--- config.mk ---
export PLATFORM = sky130hd
export DESIGN_NAME = dmem_dump_reader
export DESIGN_NICKNAME = d
export VERILOG_FILES = /design/src/rtl/dmem_dump_reader.sv
export SDC_FILE = /design/constraint.sdc
export NUM_CORES = 1
export LEC_CHECK = 0
export ABC_CLOCK_PERIOD_IN_PS = 1520
export BUFFER_PORTS_ARGS = -buffer_cell sky130_fd_sc_hd__buf_4
export CORE_MARGIN = 4
export CORE_UTILIZATION = 47
export CTS_BUF_LIST = sky130_fd_sc_hd__clkbuf_16
export DETAILED_ROUTE_END_ITERATION = 10
export GPL_ROUTABILITY_DRIVEN = 1
export PLACE_DENSITY_LB_ADDON = 0.25
export SYNTH_ARGS = -nofsm -noshare
export SYNTH_HDL_FRONTEND = slang
export SYNTH_SLANG_ARGS = --single-unit
--- constraint.sdc ---
create_clock -name Clk -period 1.52 [get_ports Clk]
set_input_delay 0.228 -clock Clk [delete_from_list [all_inputs] [get_ports Clk]]
set_output_delay 0.228 -clock Clk [all_outputs]
set_load 0.05 [all_outputs]
--- src/rtl/dmem_dump_reader.sv ---
// dmem_dump_reader
//
// Reads the byte-addressable data memory back out after a program has run.
// Starting at a programmed base address, it fetches four bytes per word,
// packs them big-endian (lowest address in bits [31:24]), and streams the
// words out over a valid/ready handshake. It shares the data memory's
// address and read port while the pipeline is halted.
//
// Ports:
//   Clk, R       clock (rising edge), asynchronous active-low reset
//   start        begin a dump (only looked at while idle)
//   base_addr    byte address of the first word, captured on start
//   word_count   number of 32-bit words to dump, captured on start
//   mem_addr     byte address driven to the data memory
//   mem_rd_en    read strobe, high only while fetching bytes
//   mem_byte     combinational read data for mem_addr
//   out_word     assembled big-endian word
//   out_addr     byte address of out_word's most significant byte
//   out_valid    out_word/out_addr valid
//   out_ready    consumer accepts the presented word
//   busy         dump in progress (any state other than idle)
//   done         one-cycle pulse when the dump finishes
module dmem_dump_reader #(
  parameter int unsigned ADDR_W = 8,
  parameter int unsigned CNT_W  = 7
) (
  input  logic              Clk,
  input  logic              R,
  input  logic              start,
  input  logic [ADDR_W-1:0] base_addr,
  input  logic [CNT_W-1:0]  word_count,
  output logic [ADDR_W-1:0] mem_addr,
  output logic              mem_rd_en,
  input  logic [7:0]        mem_byte,
  output logic [31:0]       out_word,
  output logic [ADDR_W-1:0] out_addr,
  output logic              out_valid,
  input  logic              out_ready,
  output logic              busy,
  output logic              done
);

  typedef enum logic [1:0] {StIdle, StFetch, StPresent, StDone} state_e;

  state_e              state_q, state_d;
  logic [ADDR_W-1:0]   ptr_q, ptr_d;
  logic [CNT_W-1:0]    remaining_q, remaining_d;
  logic [1:0]          idx_q, idx_d;
  logic [31:0]         word_q, word_d;

  always_ff @(posedge Clk or negedge R) begin
    if (!R) begin
      state_q     <= StIdle;
      ptr_q       <= '0;
      remaining_q <= '0;
      idx_q       <= '0;
      word_q      <= '0;
    end else begin
      state_q     <= state_d;
      ptr_q       <= ptr_d;
      remaining_q <= remaining_d;
      idx_q       <= idx_d;
      word_q      <= word_d;
    end
  end

  always_comb begin
    state_d     = state_q;
    ptr_d       = ptr_q;
    remaining_d = remaining_q;
    idx_d       = idx_q;
    word_d      = word_q;
    mem_addr    = '0;
    mem_rd_en   = 1'b0;
    out_word    = '0;
    out_addr    = '0;
    out_valid   = 1'b0;
    done        = 1'b0;

    unique case (state_q)
      StIdle: begin
        if (start) begin
          ptr_d       = base_addr;
          remaining_d = word_count;
          idx_d       = 2'd0;
          state_d     = (word_count == '0) ? StDone : StFetch;
        end
      end
      StFetch: begin
        mem_rd_en = 1'b1;
        // Address arithmetic wraps naturally at the ADDR_W boundary.
        mem_addr  = ptr_q + ADDR_W'(idx_q);
        // Shift left so the first byte fetched ends up in bits [31:24].
        word_d    = {word_q[23:0], mem_byte};
        idx_d     = idx_q + 2'd1;
        if (idx_q == 2'd3) begin
          state_d = StPresent;
        end
      end
      StPresent: begin
        out_valid = 1'b1;
        out_addr  = ptr_q;
        out_word  = word_q;
        if (out_ready) begin
          ptr_d       = ptr_q + ADDR_W'(4);
          remaining_d = remaining_q - CNT_W'(1);
          idx_d       = 2'd0;
          state_d     = (remaining_q == CNT_W'(1)) ? StDone : StFetch;
        end
      end
      StDone: begin
        done    = 1'b1;
        state_d = StIdle;
      end
      default: state_d = StIdle;
    endcase
  end

  assign busy = (state_q != StIdle);

endmodule

# Word-level counts from Yosys, hierarchy flattened
# Index checks and enable logic that the tools add are counted.
[word_totals]
ff_bits = 51
latch_bits = 0
ram_bits = 0
romBits = 0
in_bits = 27
output_inout_bits = 52
elab_cells = 46
n_memories = 0
[op_classes]
add_sub_neg = 4
n_mul = 0
div = 0
order_cmp = 0
n_eq_ne = 8
n_shift = 0
muxes = 21
bitwise_logic = 0
n_reduce_logical = 8
[op_table]
columns = ["operator", "count"]
rows = [
  ["32-bit 2-to-1 mux", 1],
  ["8-bit 2-to-1 mux", 4],
  ["8-bit one-hot mux with 2 select lines", 1],
  ["2-bit 2-to-1 mux", 7],
  ["7-bit 2-to-1 mux", 2],
  ["7-bit one-hot mux with 2 select lines", 1],
  ["3-bit AND reduction", 3],
  ["8-bit by 2-bit adder with 8-bit output", 1],
  ["8-bit by 3-bit adder with 8-bit output, second input constant", 1],
  ["2-bit one-hot mux with 4 select lines", 1],
  ["7-bit by 1-bit equality test with 1-bit output, second input constant", 1],
  ["7-bit zero test", 1],
  ["7-bit by 1-bit subtractor with 7-bit output, second input constant", 1],
  ["2-bit equality test, second input constant", 3],
  ["2-bit != test, second input constant", 3],
  ["2-bit one-hot mux with 3 select lines", 1],
  ["2-bit nonzero test", 2],
  ["1-bit 2-to-1 mux", 3],
  ["3-bit nonzero test", 1],
  ["2-bit by 1-bit adder with 2-bit output, second input constant", 1],
  ["2-bit by 1-bit equality test with 1-bit output, second input constant", 1],
  ["2-bit zero test", 1],
]

# Depth between registers and ports, before layout
[logic_depth]
depth_word = 4
ltp_mapped = 6
ltp_nobuf = 5

# Least setup slack after synthesis
# Ideal clock, no wire load.
[synth_timing]
path_kind = "register to output"
start = "reg idx_q[1]"
end = "out mem_addr[7]"
t_arrival_ps = 2053
t_required_ps = 1292
setup_slack_ps = -761
path_stages_with_launch = 5
n_path_buf = 0
path_cell_list = "dfrtp_1 > ha_1 > a21oi_1 > or4_1 > a21oi_1"
[synth_between]
elab_chain_cells = 2
[synth_lines]
columns = ["item", "line", "rtl"]
rows = [
  ["from (decl)", "48", "logic [1:0] idx_q, idx_d;"],
  ["from (signal assigned)", "62", "idx_q <= idx_d;"],
  ["8-bit by 2-bit adder with 8-bit output", "92", "mem_addr = ptr_q + ADDR_W'(idx_q);"],
  ["8-bit 2-to-1 mux", "80", "unique case (state_q)"],
  ["to (decl)", "32", "output logic [ADDR_W-1:0] mem_addr,"],
]
# No other way between the ends.

# Worst setup path after layout
[layout_timing]
start = "reg idx_q[1]"
end = "out mem_addr[3]"
# The elaborated chain is that of the path after synthesis.

==> reports/qor.yml <==
drt_wl_total_mm: 11.7
row_count: 27
cpMostUsedCell: "a21oi_4"
dieArea_sq_mm: 0.00728
postLayoutCellArea_sq_mm: 0.00507
skew_ns: 0.0120
firstDrtPassIters: 4
wl_met1_mm: 4.24
avgSynthCellArea_sq_um: 10.8
rsz0062_at_grt: "yes"
path_clk_slew_ns: 0.08
n_antenna_cell: 0
final_antenna_net_count: 0
tightest_slew_ns: 0.660
h-tree-depth: 2
drc: 0
yosysMostFrequentCell: "dfrtp_1"
period_minus_slack_ns: 2.09
vdd_ir_drop_max_mv: 1.89
nNetsFinal: 442
numPortBuffers: 78
synth_area_sq_mm: 0.00281
cts_sinks: 51
wl_per_cell_um: 24.3
wl_met3_um: 840
ys.warnings.count: 0
area_growth_pct: 80.4
synth-xor-area-share_pct: 1.25
die_w_um: 85.3
yosys.area_share.simple_pct: 17.4
synth_cells: 260
drive_gt1_share_pct: 68.9
synth-compound-area-share_pct: 13.2
fin_total_pwr_mw: 12.0
sequentialPowerShare_pct: 23.0
synth_top_family_by_area: "simple AND/OR/NAND/NOR gates"
cap_violations: 0
synth_seq_cells: 51
crit_path_cell_trace: "ha_4 -> a21oi_4 -> or3_1 -> a21oi_4 -> buf_6"
multi_input_area_sq_mm: 0.00178
relSlewSlack_pct: 56.0
synthMuxAreaShare_pct: 15.2
cp_max_fo: 6
synth_top_area_share_pct: 45.4
required_ns: 1.29
synth_top_area_cell: "dfrtp_1"
synth_edf_count: 0
gp_congestion: 0.859
finalHoldViolations: 0
end_kind: "output pin"
critPathSlowestCell: "dfrtp_1"
overflow: 0
core_area_sq_mm: 0.00564
pwr-share-comb_pct: 67.5
via_per_inst: 6.19
power_leakage_nw: 2.27
wl_met2_mm: 6.10
async_reset_ff_share_pct: 100
ys_types: 56
cts_root_buf: "clkbuf_16"
final_max_slew_viol_count: 0
power.switching_mw: 5.39
ff2ff_setup_slack_ns: -0.23
clkPwrFrac_pct: 9.5
netSwitchingFraction_pct: 44.8
cp-start-kind: "flip-flop"
antenna_found_initial: 0
whs_ns: 0.162
grt_first_pass_wirelength_mm: 14.8
track_usage_pct: 25.7
insertion_delay_ns: 0.30
setup_violations: 66
grt_pass1_vias: 2862
violations: "setup timing"
mappedNetlistNets: 294
topRoutingLayerUsed: "met4"
grt_max_degree: 52
pin_count: 79
min_period_over_period_pct: 137
synth_top_cells_by_count: "dfrtp_1 (51), and2_1 (38), mux2_2 (35)"
fin_cells: 481
setup_ws_ns: -0.565
setup.worst_path.class: "flip-flop to output pin"
p_per_area_mw_per_mm2: 2370
vias: 2976
synthFlopType: "dfrtp_1"
synthAdderAreaFrac_pct: 3.38
synthTopCellsByArea: "dfrtp_1 (45%), mux2_2 (14%), and2_1 (8.5%)"
intPower_mw: 6.65
clockBufferDepth: 2
outcome: "finished, violations left"
fillers: 194
finalSetupTns_ns: -13.03
hp-class: "input pin to flip-flop"
dp_hpwl_mm: 5.48
cts_tree: "yes"
cp.arrival_ns: 1.86
critPathTopFamily: "flip-flops"
ys_seq_area_share_pct: 45.4
start_util_pct: 49.8
critPathMaxStageDelay_ns: 0.43
cts_inserted_buffers: 5
clock.fmax_ghz: 0.480
seqCellArea_sq_mm: 0.00128
dp_cells: 439
placed_area_sq_mm: 0.00386
die_h_um: 85.3
cp_num_buf_inv: 1
drt_iter0_markers: 274
## repair_timing
| action | 4_1_cts | 5_1_grt |
|---|---|---|
| endpoints found under the setup margin | 56 | 93 |
| buffers inserted | 12 | 15 |
| hold buffers | 1 | 0 |
| cloned | 4 | 3 |
| pin swaps | 33 | 9 |
| gates resized for setup | 162 | 46 |
| hold endpoints to repair | 51 | 0 |
## per-layer routing
metal	vias to the layer above	track usage (%)
met5	-	0
met4	0	7.34
met3	56	5.15
met2	190	47.2
met1	1493	30.2
li1	1237	-
## stage by stage
step | util [%] | setup WS [ns]
after floorplan | - | -0.254
after detailed placement | 68.4 | -0.253
final | 89.9 | -0.565
after global placement | 68.4 | -0.202
after global routing | 89.9 | -0.586
after CTS | 83.1 | -0.512
## worst paths after layout
| kind | depth (start not counted) | endpoint | startpoint |
|---|---|---|---|
| hold reg to reg | 1 | word_q[31] | word_q[31] |
| max in group asynchronous | 2 | word_q[21] | R |
| setup / recovery | 5 | mem_addr[3] | idx_q[1] |
| min in group asynchronous | 2 | remaining_q[4] | R |
| setup reg to reg | 5 | remaining_q[4] | remaining_q[1] |
| hold / removal | 2 | word_q[2] | mem_byte[2] |
## final cells by class
cell class	count	area share (%)
multi-input combinational	183	35.2
timing repair buffer	153	33.5
sequential	51	25.2
clock buffer	5	2.47
tap	72	1.78
inverter	14	1.53
clock inverter	3	0.395
## kinds of logic after synthesis
family | Yosys count
simple gates | 82
compound gates | 52
flops | 51
mux | 38
buf+inv | 26
fa+ha+maj | 7
xor+xnor | 4
## registers in the layout (all words and copies together) (netlist names)
signal	cells
state_q	2
idx_q	2
remaining_q	7
word_q	32
ptr_q	8
## cells in the final DEF, fill, tap and decap left out, types with 2 or more instances in the layout
cell	Yosys	final
o22ai_1	2	2
a21oi_4	0	4
inv_6	0	2
a41o_1	2	2
and2_4	0	38
nand2_2	0	2
ha_2	0	2
nor2_1	12	3
nor3_1	2	2
nand3_1	3	3
ha_1	6	2
a211oi_1	7	2
mux2i_1	2	2
a211oi_2	1	6
buf_12	0	5
o2111ai_1	2	2
buf_6	0	25
xnor2_2	0	3
nor2_4	0	8
nand4_1	2	2
inv_1	11	6
dfrtp_1	51	51
o21ai_0	12	10
inv_2	2	4
nand2_1	6	4
nor2b_1	2	2
a2bb2oi_1	2	2
a21oi_1	7	3
clkbuf_16	0	8
buf_4	0	74
mux2_2	35	34
o21ai_1	0	2
or3_1	3	3
buf_8	0	45
nand3b_1	2	2
o211ai_1	3	3
ha_4	0	2
## worst reg2reg max path, cell delays in order, from the launching register on
cell and delay (ns):
dfrtp_1 0.39, inv_2 0.09, ha_4 0.14, or3b_4 0.41
or3_1 0.34, o221a_1 0.28
## power by group through the flow
stage | sequential, mW | combinational [mW] | clock [mW]
5_1_grt | 2.81 | 8.44 | 1.19
3_3_place_gp | 2.49 | 5.54 | 0
3_5_place_dp | 2.55 | 5.67 | 0
2_1_floorplan | 2.48 | 3.86 | 0
6_report | 2.77 | 8.12 | 1.15
4_1_cts | 2.59 | 6.73 | 1.11
No activity file was read; power rests on OpenSTA's default activity.
